`src/rtl/argmax_stream_driver.sv`:
```
// argmax_stream_driver
//   Driving end of the argmax-cell stream protocol. Buffers CELL_AMOUNT
//   unsigned class scores and replays them to the argmax cell as
//   index/value/enable beats. It then captures the tagged result word and
//   presents the winning class index on a valid/ready port.
//
//   The cell re-seeds its best value on index 0 and has no reset of its own.
//   For that reason a frame is always streamed starting from index 0.
//
// Ports
//   clk          rising-edge clock
//   reset        asynchronous active-high reset
//   score_in     class score, arrives in class order 0..CELL_AMOUNT-1
//   score_valid  score_in valid
//   score_ready  scores accepted (high only while loading)
//   cell_index   index beat to the argmax cell (zero-extended)
//   cell_value   value beat to the argmax cell
//   cell_enable  beat valid
//   cell_result  {done tag, winning index} from the argmax cell
//   class_out    captured winning index (0 on timeout)
//   class_valid  class_out valid
//   class_ready  consumer accepts class_out
//   busy         frame in progress (anything but an empty LOAD)
//   error        sticky result-timeout flag, cleared only by reset
//
// State  | meaning
// S_LOAD   | accepting scores into the buffer
// S_STREAM | replaying buffered scores to the cell, one beat per cycle
// S_WAIT   | waiting for the cell's tagged result (with timeout)
// S_HOLD   | presenting class_out until the consumer takes it
module argmax_stream_driver #(
  parameter int DATA_WIDTH     = 32,
  parameter int CELL_AMOUNT    = 4,
  parameter int RESULT_TIMEOUT = 4
) (
  input  logic                  clk,
  input  logic                  reset,
  input  logic [DATA_WIDTH-1:0] score_in,
  input  logic                  score_valid,
  output logic                  score_ready,
  output logic [DATA_WIDTH-1:0] cell_index,
  output logic [DATA_WIDTH-1:0] cell_value,
  output logic                  cell_enable,
  input  logic [DATA_WIDTH:0]   cell_result,
  output logic [DATA_WIDTH-1:0] class_out,
  output logic                  class_valid,
  input  logic                  class_ready,
  output logic                  busy,
  output logic                  error
);

  localparam int CW = (CELL_AMOUNT > 1) ? $clog2(CELL_AMOUNT) : 1;
  localparam int TW = $clog2(RESULT_TIMEOUT + 1);
  localparam logic [CW-1:0] LAST_IDX = CW'(CELL_AMOUNT - 1);
  localparam logic [TW-1:0] TO_LIMIT = TW'(RESULT_TIMEOUT);

  typedef enum logic [1:0] {
    S_LOAD,
    S_STREAM,
    S_WAIT,
    S_HOLD
  } state_t;

  state_t                state_q, state_d;
  logic [CW-1:0]         load_cnt_q, load_cnt_d;
  logic [CW-1:0]         stream_cnt_q, stream_cnt_d;
  logic [TW-1:0]         to_cnt_q, to_cnt_d;
  logic [DATA_WIDTH-1:0] cell_value_q, cell_value_d;
  logic                  cell_enable_q, cell_enable_d;
  logic [DATA_WIDTH-1:0] class_out_q, class_out_d;
  logic                  class_valid_q, class_valid_d;
  logic                  error_q, error_d;
  logic                  busy_q, busy_d;

  logic [DATA_WIDTH-1:0] score_buf_q [CELL_AMOUNT];
  logic                  buf_we;
  logic [CW-1:0]         stream_next;
  logic [TW-1:0]         to_next;

  assign stream_next = stream_cnt_q + CW'(1);
  assign to_next     = to_cnt_q + TW'(1);

  always_comb begin
    state_d       = state_q;
    load_cnt_d    = load_cnt_q;
    stream_cnt_d  = stream_cnt_q;
    to_cnt_d      = to_cnt_q;
    cell_value_d  = cell_value_q;
    cell_enable_d = 1'b0;
    class_out_d   = class_out_q;
    class_valid_d = class_valid_q;
    error_d       = error_q;
    buf_we        = 1'b0;

    case (state_q)
      S_LOAD: begin
        if (score_valid) begin
          buf_we = 1'b1;
          if (load_cnt_q == LAST_IDX) begin
            // Beat 0 goes out on the cycle right after the last load.
            // Slot 0 was written on an earlier edge because CELL_AMOUNT >= 2.
            load_cnt_d    = '0;
            stream_cnt_d  = '0;
            cell_enable_d = 1'b1;
            cell_value_d  = score_buf_q[0];
            state_d       = S_STREAM;
          end else begin
            load_cnt_d = load_cnt_q + CW'(1);
          end
        end
      end

      S_STREAM: begin
        if (stream_cnt_q == LAST_IDX) begin
          stream_cnt_d = '0;
          to_cnt_d     = '0;
          state_d      = S_WAIT;
        end else begin
          cell_enable_d = 1'b1;
          stream_cnt_d  = stream_next;
          cell_value_d  = score_buf_q[stream_next];
        end
      end

      S_WAIT: begin
        if (cell_result[DATA_WIDTH]) begin
          class_out_d   = cell_result[DATA_WIDTH-1:0];
          class_valid_d = 1'b1;
          state_d       = S_HOLD;
        end else if (to_next == TO_LIMIT) begin
          // Still finish the frame so the consumer never stalls on a dead cell.
          error_d       = 1'b1;
          class_out_d   = '0;
          class_valid_d = 1'b1;
          state_d       = S_HOLD;
        end else begin
          to_cnt_d = to_next;
        end
      end

      S_HOLD: begin
        if (class_ready) begin
          class_valid_d = 1'b0;
          state_d       = S_LOAD;
        end
      end

      default: state_d = S_LOAD;
    endcase

    busy_d = !((state_d == S_LOAD) && (load_cnt_d == '0));
  end

  always_ff @(posedge clk or posedge reset) begin
    if (reset) begin
      state_q       <= S_LOAD;
      load_cnt_q    <= '0;
      stream_cnt_q  <= '0;
      to_cnt_q      <= '0;
      cell_value_q  <= '0;
      cell_enable_q <= 1'b0;
      class_out_q   <= '0;
      class_valid_q <= 1'b0;
      error_q       <= 1'b0;
      busy_q        <= 1'b0;
    end else begin
      state_q       <= state_d;
      load_cnt_q    <= load_cnt_d;
      stream_cnt_q  <= stream_cnt_d;
      to_cnt_q      <= to_cnt_d;
      cell_value_q  <= cell_value_d;
      cell_enable_q <= cell_enable_d;
      class_out_q   <= class_out_d;
      class_valid_q <= class_valid_d;
      error_q       <= error_d;
      busy_q        <= busy_d;
    end
  end

  // Buffer contents after reset are don't-care, so the buffer has no reset.
  always_ff @(posedge clk) begin
    if (buf_we) begin
      score_buf_q[load_cnt_q] <= score_in;
    end
  end

  assign score_ready = (state_q == S_LOAD);
  assign cell_index  = DATA_WIDTH'(stream_cnt_q);
  assign cell_value  = cell_value_q;
  assign cell_enable = cell_enable_q;
  assign class_out   = class_out_q;
  assign class_valid = class_valid_q;
  assign busy        = busy_q;
  assign error       = error_q;

endmodule

```
`config.mk`:
```
export PLATFORM = sky130hd
export DESIGN_NAME = argmax_stream_driver
export DESIGN_NICKNAME = d
export VERILOG_FILES = /design/src/rtl/argmax_stream_driver.sv
export SDC_FILE = /design/constraint.sdc
export NUM_CORES = 1
export LEC_CHECK = 0
export CAP_MARGIN = 20
export CORE_MARGIN = 1
export CORE_UTILIZATION = 51
export CTS_CLUSTER_DIAMETER = 150
export DETAILED_ROUTE_END_ITERATION = 10
export PLACE_DENSITY = 0.81
export RECOVER_POWER = 50
export REMOVE_ABC_BUFFERS = 1
export SYNTH_ARGS = -nofsm -noshare
export SYNTH_HDL_FRONTEND = slang
export SYNTH_SLANG_ARGS = --single-unit
```
`constraint.sdc`:
```
create_clock -name clk -period 2.4 [get_ports clk]
set_input_delay 0.24 -clock clk [delete_from_list [all_inputs] [get_ports clk]]
set_output_delay 0.24 -clock clk [all_outputs]
set_load 0.02 [all_outputs]
```
==> impl_metrics.sql, run 1 <==
INSERT INTO impl_metrics (metric_group, metric, value, unit) VALUES
('run_status', 'outcome', 'complete, but fails checks', ''),
('run_status', 'failed_checks', 'max-capacitance violations, max-slew violations', ''),
('clocking', 'worst_skew_pair.late_latency', '0.49', 'ns'),
('clocking', 'cts_setup_buffers', '0', ''),
('grt', 'grt_first_pass_wirelength', '27600', 'um'),
('synthesis', 'syn_area', '8300', 'um2'),
('cells_and_area', 'layout.cells.most_common_list', '128 x edfxtp_1, 106 x clkdlybuf4s50_1, 76 x dfrtp_1', ''),
('place', 'gp_congestion', '0.741', ''),
('synthesis', 'area_share_of_the_largest_cell_type_after_synthesis', '46.3', '%'),
('hold_path', 'holdCritPathClass', 'input pin to flip-flop', ''),
('die', 'fp.coreArea', '15900', 'um2'),
('cells_and_area', 'regArea', '5770', 'um2'),
('die', 'placementRows', '46', ''),
('synthesis', 'synthArstFlopShare', '37.6', '%'),
('synthesis', 'synth_enable_flop_cells', '128', ''),
('clocking', 'clk_pin_slew_worst_paths', '0.06', 'ns'),
('synthesis', 'synthesis.instances', '574', ''),
('cells_and_area', 'n_antenna_cell', '0', ''),
('cells_and_area', 'final_layout_size_suffix_gt1_share', '12.5', '%'),
('clocking', 'cts.repair.resized', '0', ''),
('pwr', 'finalPower', '13.6', 'mW'),
('synthesis', 'yosys_warnings', '0', ''),
('die', 'initial_core_util', '52.3', '%'),
('synthesis', 'average_size_of_a_mapped_cell', '14.5', 'um2'),
('clocking', 'ctsLongestPathBuffers', '3', ''),
('routing', 'postRouteAntennaNets', '0', ''),
('worst_setup_path', 'timing.critical_path.from_type', 'flip-flop', ''),
('worst_setup_path', 'crit_fanout', '90', ''),
('synthesis', 'postSynthRegisterBits', '205', ''),
('die', 'floorplan.die.width', '130', 'um'),
('clocking', 'numCtsBuffers', '21', ''),
('cells_and_area', 'layout.cells.most_common', 'edfxtp_1', ''),
('clocking', 'clk_root_buffer_cell', 'clkbuf_16', ''),
('grt', 'grt_pass1_vias', '5272', ''),
('routing', 'routed_wire_length_per_instance', '18.9', 'um'),
('worst_setup_path', 'critical_path_class', 'flip-flop to output port', ''),
('worst_setup_path', 'arrival', '1.99', 'ns'),
('synthesis', 'ys_seq_area_share', '69.5', '%'),
('place', 'buffer_ports.inserted', '139', ''),
('sta', 'fin_crit', '2.23', 'ns'),
('clocking', 'numClockSinks', '205', ''),
('sta', 'setup_viol', '0', ''),
('sta', 'rsz0062_at_grt', 'no', ''),
('clocking', 'htreeDepth', '1', ''),
('clocking', 'clock_tree_from_tritoncts', 'done', ''),
('routing', 'drc_errors', '0', ''),
('sta', 'clk_skew', '0.00932', 'ns'),
('worst_setup_path', 'cp-end-kind', 'output port', ''),
('pwr', 'max-vdd-ir-drop', '0.000707', 'V'),
('grt', 'antenna_violations_before_repair', '0', ''),
('synthesis', 'netlist_top_cells_area', 'edfxtp_1 46%, dfrtp_1 23%, a22o_1 3.5%', ''),
('synthesis', 'synth_largest_area_cell', 'edfxtp_1', ''),
('routing', 'avg_vias_per_cell', '5.54', ''),
('sta', 'worst_slew_margin_rel', '-0.195', '%'),
('synthesis', 'ys_dominant_reg_cell', 'edfxtp_1', ''),
('clocking', 'postCtsHoldBufs', '0', ''),
('routing', 'first_iter_violations', '294', ''),
('pwr', 'leakage_power', '3.96', 'nW'),
('grt', 'globalRouteTotalUtil', '21.6', '%'),
('die', 'io-pin-count', '170', ''),
('cells_and_area', 'nFillCells', '1121', ''),
('sta', 'layout_worst_path_cycle_share', '93.0', '%'),
('sta', 'worst_pin_slew', '1.49', 'ns'),
('place', 'detailed_place_hpwl', '10900', 'um'),
('routing', 'num_vias', '5223', ''),
('worst_setup_path', 'worstPathRequired', '2.16', 'ns'),
('pwr', 'cell_area_power_density', '1300', 'nW/um2'),
('cells_and_area', 'fin_nets', '788', ''),
('synthesis', 'post_synth_num_cell_types', '43', ''),
('cells_and_area', 'combined_area_of_the_multi_input_logic_cells', '2170', 'um2'),
('sta', 'timing_hold_violations_final', '0', ''),
('job', 'drv_cap', '1', ''),
('cells_and_area', 'area_delta_synth_final', '26.0', '%'),
('routing', 'drt-total-wl', '17900', 'um'),
('sta', 'max_freq', '0.448', 'GHz'),
('die', 'fp.dieH', '130', 'um'),
('die', 'floorplan.die_area', '16800', 'um2'),
('sta', 'timing.final.max_slew_violations', '1', ''),
('grt', 'grt_start_max_net_pins', '91', ''),
('grt', 'global_route.overflow_total', '0', ''),
('routing', 'drtPass1Iterations', '4', ''),
('sta', 'fin_hold_ws', '0.371', 'ns');
## registers in the layout (all words and copies together), names as in the netlist
name          flops
score_buf_q     128
cell_value       32
class_out        32
to_cnt_q          3
load_cnt_q        2
state_q           2
stream_cnt_q      2
busy              1
cell_enable       1
class_valid       1
error             1
## metal layers
| layer | vias to the layer above | global-route usage, % | share of wire, % |
|---|---|---|---|
| li1 | 2381 | - | - |
| met1 | 2580 | 27.1 | 41 |
| met2 | 229 | 38.1 | 50 |
| met3 | 33 | 4.29 | 7.5 |
| met4 | 0 | 6.57 | 2.2 |
| met5 | - | 0 | 0 |
## cell usage after synthesis (all sizes together) (2+ instances only)
cell type  number
and3            4
nor2            3
a21oi          26
o22ai          32
a22o           33
nand2          39
a21o            4
inv             6
mux2           25
nor3b           2
clkbuf         14
nand2b         25
ha              7
a211oi          8
o31ai          32
edfxtp        128
or3            24
o21ai           6
buf            55
nor2b           9
dfrtp          77
## worst max-delay path, cell delays in order, from the launching register on
cell and delay (ns):
dfrtp_4 0.43, buf_12 0.32, clkdlybuf4s50_1 0.69
## area by class of cell
| class | instances | area share, % |
|---|---|---|
| flip-flops and latches | 205 | 55.2 |
| multi-input cells | 323 | 20.8 |
| repair buffers | 155 | 15.0 |
| clock buffers | 26 | 5.58 |
| well taps | 216 | 2.58 |
| clock inverters | 12 | 0.670 |
| inverters | 6 | 0.227 |
## cell families after synthesis
group | synth area share [%]
buf+inv | 5.74
flops | 69.5
xor+xnor | 0.211
other cells | 0.0452
simple gates | 7.25
compound gates | 12.7
mux | 3.51
fa+ha+maj | 1.05
## worst paths after layout
kind	start	endpoint	slack, ns	depth (start not counted)
setup / recovery	stream_cnt_q[0]$_DFFE_PP0P_	cell_index[0]	0.17	2
hold / removal	cell_result[3]	class_out[3]$_DFFE_PP0P_	0.37	2
setup reg to reg	state_q[1]$_DFF_PP0_	cell_value[29]$_DFFE_PP0P_	0.25	5
hold reg to reg	error$_DFFE_PP0P_	error$_DFFE_PP0P_	0.47	1
max in group asynchronous	reset	stream_cnt_q[0]$_DFFE_PP0P_	1.00	3
min in group asynchronous	reset	cell_value[18]$_DFFE_PP0P_	0.55	2
## stage by stage
step           std cells  setup slack, ns  area (um2)  utilization, %  TNS (ns)
2_1_floorplan        534            -1.35        7960               -    -46.50
3_3_place_gp         905            0.456        9840            62.0         0
3_5_place_dp         905            0.336        9840            62.0         0
4_1_cts              943            0.168       10500            66.1         0
5_1_grt              943            0.106       10500            65.9         0
6_report             943            0.167       10500            65.9         0
## report_power, final
| group | total [mW] | switching [mW] | leakage, nW | internal [mW] |
|---|---|---|---|---|
| clock network | 3.03 | 1.30 | 0.323 | 1.73 |
| registers | 5.27 | 0.556 | 2.11 | 4.71 |
| logic | 5.30 | 2.97 | 1.53 | 2.33 |
(Power assumes the default switching activity.)
==> inputs of run 2 (changes only) <==
Settings changed: CORE_UTILIZATION 51 to 56, DONT_BUFFER_PORTS set to 1, GPL_TIMING_DRIVEN set to 0, PLACE_DENSITY 0.81 to 0.73.
==> impl_metrics.sql, run 2 (synthesis gave the netlist of run 1 again) <==
INSERT INTO impl_metrics (metric_group, metric, value, unit) VALUES
('run_status', 'outcome', 'complete, no violations', ''),
('sta', 'timing_hold_violations_final', '0', ''),
('cells_and_area', 'finalCoreUtilization', '68.0', '%'),
('sta', 'setup_viol', '0', ''),
('worst_setup_path', 'timing.critical_path.from_type', 'flip-flop', ''),
('place', 'gp_congestion', '0.730', ''),
('grt', 'antenna_violations_before_repair', '0', ''),
('place', 'buffer_ports.inserted', '0', ''),
('cells_and_area', 'final_design_area_no_fill', '9850', 'um2'),
('sta', 'fin_crit', '2.27', 'ns'),
('sta', 'rsz0062_at_grt', 'no', ''),
('cells_and_area', 'largest_register', 'score_buf_q', ''),
('sta', 'worst_slew_margin_rel', '21.8', '%'),
('clocking', 'ctsLongestPathBuffers', '3', ''),
('clocking', 'htreeDepth', '1', ''),
('cells_and_area', 'area_delta_synth_final', '18.7', '%'),
('cells_and_area', 'layout.cells.most_common', 'edfxtp_1', ''),
('sta', 'worst_pin_slew', '1.17', 'ns'),
('grt', 'grt_start_max_net_pins', '57', ''),
('routing', 'num_vias', '4982', ''),
('grt', 'grt_pass1_vias', '5025', ''),
('place', 'detailed_place_hpwl', '9440', 'um'),
('cells_and_area', 'nFillCells', '944', ''),
('cells_and_area', 'layout.cells.most_common_list', '128 x edfxtp_1, 76 x dfrtp_1, 68 x dlygate4sd3_1', ''),
('sta', 'timing.final.max_slew_violations', '0', ''),
('grt', 'gr-usage-met3', '6.32', '%'),
('cells_and_area', 'n_antenna_cell', '0', ''),
('routing', 'postRouteAntennaNets', '0', ''),
('worst_setup_path', 'cp-end-kind', 'flip-flop', ''),
('sta', 'max_freq', '0.441', 'GHz'),
('routing', 'routed_wire_length_per_instance', '21.5', 'um'),
('sta', 'layout_worst_path_cycle_share', '94.5', '%'),
('cells_and_area', 'largest_reg_flops', '128', ''),
('pwr', 'cell_area_power_density', '1330', 'nW/um2'),
('worst_setup_path', 'critical_path_class', 'flip-flop to flip-flop', ''),
('clocking', 'clock_tree_from_tritoncts', 'done', ''),
('worst_setup_path', 'regToRegSetupSlack', '0.13', 'ns'),
('die', 'fp.coreArea', '14500', 'um2'),
('routing', 'drtPass1Iterations', '4', ''),
('worst_setup_path', 'worstRegToRegCells', '5', ''),
('clocking', 'numClockSinks', '205', ''),
('worst_setup_path', 'crit_fanout', '14', ''),
('routing', 'drt-total-wl', '18000', 'um'),
('grt', 'global_route.usage.met1', '25.7', '%'),
('worst_setup_path', 'worstPathRequired', '2.79', 'ns'),
('pwr', 'leakage_power', '3.75', 'nW'),
('worst_setup_path', 'worstSetupStartpoint', 'state_q[1]$_DFF_PP0_', ''),
('grt', 'groute.layer.met2.usage', '41.5', '%'),
('sta', 'clk_skew', '0.0213', 'ns'),
('die', 'io-pin-count', '170', ''),
('die', 'floorplan.die.width', '124', 'um'),
('cells_and_area', 'final_layout_size_suffix_gt1_share', '13.0', '%'),
('pwr', 'max-vdd-ir-drop', '0.000707', 'V'),
('grt', 'global_route.overflow_total', '0', ''),
('job', 'drv_cap', '0', ''),
('worst_setup_path', 'crit-reg2reg-launch', 'state_q[1]$_DFF_PP0_', ''),
('place', 'place_area', '8320', 'um2'),
('cells_and_area', 'fin_nets', '712', ''),
('grt', 'globalRouteTotalUtil', '23.2', '%'),
('clocking', 'clk_pin_slew_worst_paths', '0.06', 'ns'),
('routing', 'avg_vias_per_cell', '5.96', ''),
('worst_setup_path', 'arrival', '2.66', 'ns'),
('routing', 'drc_errors', '0', ''),
('die', 'initial_core_util', '57.3', '%'),
('grt', 'grt_first_pass_wirelength', '26300', 'um'),
('die', 'placementRows', '44', ''),
('grt', 'gr-max-usage-layer', 'met2', ''),
('routing', 'first_iter_violations', '252', ''),
('hold_path', 'holdCritPathClass', 'input pin to flip-flop', ''),
('worst_setup_path', 'end_of_the_critical_path', 'cell_value[29]$_DFFE_PP0P_', ''),
('die', 'fp.dieH', '124', 'um'),
('clocking', 'worst_skew_pair.late_latency', '0.51', 'ns'),
('clocking', 'clk_root_buffer_cell', 'clkbuf_16', ''),
('clocking', 'numCtsBuffers', '22', ''),
('die', 'floorplan.die_area', '15300', 'um2'),
('worst_setup_path', 'r2r-end', 'cell_value[29]$_DFFE_PP0P_', '');
[run 2: changes by cell type in the layout (fill, tap and decap cells not counted), moves of 2 or more]
| cell | change |
|---|---|
| clkdlybuf4s50_1 | -106 |
| dlygate4sd3_1 | +35 |
| buf_4 | -8 |
| buf_8 | +4 |
| clkbuf_1 | +4 |
| clkbuf_16 | +4 |
| buf_12 | -3 |
| buf_16 | +3 |
| clkbuf_2 | -3 |
| clkinv_2 | -3 |
| clkinvlp_4 | -2 |
[run 2: power breakdown]
part,total [mW],internal (mW),switching (mW)
sequential,6.09,4.70,1.39
combinational,3.61,1.52,2.09
clock,3.41,2.09,1.32
[run 2: timing repair]
action	4_1_cts	5_1_grt
endpoints found under the setup margin	33	12
hold buffers	68	0
buffers inserted	3	0
hold endpoints to repair	242	0
gates resized for setup	2	1
[run 2: per-stage QoR]
| step | power, mW | hold slack [ns] | worst slack, ns | TNS [ns] | std cells |
|---|---|---|---|---|---|
| floorplan | 8.20 | 0.339 | -1.35 | -46.50 | 534 |
| global placement | 9.07 | 0.339 | -2.90 | -207.58 | 718 |
| detailed placement | 9.38 | 0.112 | -0.887 | -25.65 | 724 |
| CTS | 13.1 | 0.00841 | 0.0333 | 0 | 835 |
| global route | 13.7 | 0.0368 | 0.00568 | 0 | 836 |
| finish | 13.1 | 0.0300 | 0.132 | 0 | 836 |
[run 2: final cells by class]
| class | instances | area (um2) | share of cell area (%) |
|---|---|---|---|
| well taps | 184 | 230 | 2.34 |
| repair buffers | 78 | 871 | 8.84 |
| inverters | 6 | 23.8 | 0.241 |
| multi-input cells | 323 | 2190 | 22.3 |
| clock buffers | 33 | 686 | 6.96 |
| flip-flops and latches | 205 | 5770 | 58.6 |
| clock inverters | 7 | 73.8 | 0.749 |
[run 2: critical path: stages, from the launching register on]
cell and delay (ns):
dfrtp_1 0.53, nand2b_1 0.49, buf_8 0.30, or3_1 0.51, o22ai_1 0.26, o31ai_2 0.08
[run 2: worst min-delay path by stage]
stage / to / cells after the start / from / slack (ns)
global placement: score_buf_q[3][16]$_DFFE_PP_ / 0 / score_in[16] / 0.34
CTS: error$_DFFE_PP0P_ / 2 / cell_result[32] / 0.008
detailed placement: busy$_DFF_PP0_ / 1 / reset / 0.11
global route: stream_cnt_q[1]$_DFFE_PP0P_ / 3 / score_valid / 0.04
finish: state_q[0]$_DFF_PP0_ / 2 / cell_result[32] / 0.03
floorplan: score_buf_q[0][0]$_DFFE_PP_ / 0 / score_in[0] / 0.34
[run 2: layer usage]
metal,wire length (um),share of wire [%],up-vias
li1,-,-,2235
met1,6620,37,2471
met2,9230,51,223
met3,1580,8.8,53
met4,575,3.2,0
met5,0,0,-
==> RTL edit, RTL diff (flow settings as in run 1) <==
`RESULT_TIMEOUT`: 4 -> 8.
--- a/src/rtl/argmax_stream_driver.sv
+++ b/src/rtl/argmax_stream_driver.sv
@@ -31,7 +31,7 @@
 module argmax_stream_driver #(
   parameter int DATA_WIDTH     = 32,
   parameter int CELL_AMOUNT    = 4,
-  parameter int RESULT_TIMEOUT = 4
+  parameter int RESULT_TIMEOUT = 8
 ) (
   input  logic                  clk,
   input  logic                  reset,
Check against the original RTL: same outputs for any inputs over 10 cycles, from zero or initial values and one cycle with reset high; that may be too few to reach the edited logic, so the function may still have changed.
==> RTL edit against run 1 <==
Total power about the same; clock power up 2%; synthesized area down 2.3%; global-route usage down 0.80 points; wire length down 5.2%; synthesized cell count down 7.0%; worst setup slack better by 0.023 ns; final area down 1.8%; sequential cell count up 1; die area down 2.3%; highest routed layer is now met5.
==> RTL edit: results (changes against run 1) <==
stage,metric,value,unit,change
status,run status,"finished, final reports clean",,
global_routing,pin count of the biggest net entering global routing,56,,-38%
drt,drt first-iter violations,211,,-28%
yosys,"top cells by count, synth","edfxtp_1 (128), dfrtp_1 (78), nand2_1 (38)",,
global_routing,met1 Use GR,0.255,,-0.0161
global_routing,met2 usage,0.380,,-0.000827
drt,WL met3,1.06,mm,-21%
timing,Final Cycle Share,0.921,,-0.00947
drt,Max Used Layer,met5,,
placement,Place WS,0.320,ns,-0.0157 ns
placement,RePlAce Congestion,0.746,,+0.72%
drt,total number of vias,4936,,-5.5%
placement,Area after DPL,9680,um^2,-1.6%
yosys,"Seq/Total Area, Yosys",0.715,,+0.0197
worst_setup_path,crit-path max FO,37,,-59%
global_routing,number of global-route vias before repair,5059,,-4.0%
worst_setup_path,CP arrival,1.97,ns,-0.02 ns
worst_hold_path,Hold Path End,class_out[21],,
power,leakage power,3.93,nW,-0.66%
global_routing,first-pass GRT wire length,26.5,mm,-4.1%
worst_setup_path,FF-to-FF End,score_buf_q[1][14],,
clocking,Worst-path clk slew,0.06,ns,about the same
global_routing,grt met3 use,0.0409,,-0.00204
timing,Worst Skew,0.00828,ns,-0.00104 ns
global_routing,initial antenna violation count,2,,+2
worst_setup_path,Worst path max stage delay,0.70,ns,
placement,HPWL Detailed,10.9,mm,+0.30%
power,"IR drop worst, VDD",803,uV,+14%
drt,wire length on met1,6.93,mm,-4.8%
worst_setup_path,reg2reg start,state_q[1],,
finish,Fillers,1082,,-3.5%
worst_setup_path,r2r worst-path depth,3,,-2
global_routing,GRT Total Usage,0.208,,-0.00800
yosys,ys async rst share,0.379,,+0.00303
drt,met2 wire len,8.65,mm,-2.2%
finish,"Net count, final",756,,-4.1%
worst_hold_path,Hold Crit Start,cell_result[21],,
clocking,"Clk Latency, worst-skew pair",0.49,ns,about the same
yosys,Yosys cell types,40,,-7.0%
yosys,share of the synthesized area in the top cell type,0.474,,+0.0111
finish,layout cell share with drive strength beyond 1,0.132,,+0.00701
yosys,top post-synthesis cells by area,"edfxtp_1 (47%), dfrtp_1 (24%), mux2_2 (4.4%), a22o_1 (3.5%), o22a_1 (3.5%)",,
drt,Wirelength per Cell,18.6,um,-1.5%
timing,Worst slew margin,0.0354,,+0.0374
finish,final core occ,0.668,,+0.00966
-- RTL edit: cell count changes after synthesis, moves of 9 or more --
cell | run 1 | this run
o22a_1 | 1 | 32
o31ai_1 | 30 | 1
o21ai_0 | 6 | 30
nand2b_1 | 25 | 2
or3_1 | 24 | 1
a21oi_1 | 25 | 5
o21ai_1 | 0 | 10
nor2b_1 | 9 | 0
-- RTL edit: area by class of cell --
class / count / share of cell area
Antenna cell: 1 / 0.000244
Clock buffer: 28 / 0.0557
Clock inverter: 10 / 0.00779
Inverter: 10 / 0.00378
Multi-Input combinational cell: 283 / 0.189
Sequential cell: 206 / 0.564
Tap cell: 211 / 0.0257
Timing Repair Buffer: 159 / 0.153
-- RTL edit: stage by stage --
step	instances	hold WS, ns
floorplan	499	0.339
global placement	869	0.450
detailed placement	869	0.455
CTS	907	0.132
global route	907	0.363
finish	908	0.363
-- RTL edit: worst reg2reg max path: cells and delay by family (launching register included) --
| family | cells | cell delay [ns] |
|---|---|---|
| DFF | 1 | 0.50 |
| buffers and inverters | 1 | 0.21 |
| and+or+nand+nor | 2 | 1.16 |
-- RTL edit: kinds of logic (layout without fill, tap and decap cells) --
group | Yosys count | count (layout) | synth area share
multiplexers | 32 | 32 | 0.0444
buffers and inverters | 74 | 207 | 0.0566
AND/OR/NAND/NOR | 58 | 58 | 0.0349
XOR/XNOR | 2 | 2 | 0.00216
flip-flops | 206 | 206 | 0.715
adder cells (fa/ha/maj) | 6 | 6 | 0.00926
AO/OA/AOI/OAI | 155 | 155 | 0.137
other | 1 | 31 | 0.000463
-- RTL edit: report_power, final --
| part | total, mW | internal [mW] | switching [mW] |
|---|---|---|---|
| clock | 3.08 | 1.79 | 1.29 |
| sequential | 5.12 | 4.70 | 0.419 |
| combinational | 5.41 | 2.48 | 2.92 |
| total | 13.6 | 8.97 | 4.63 |
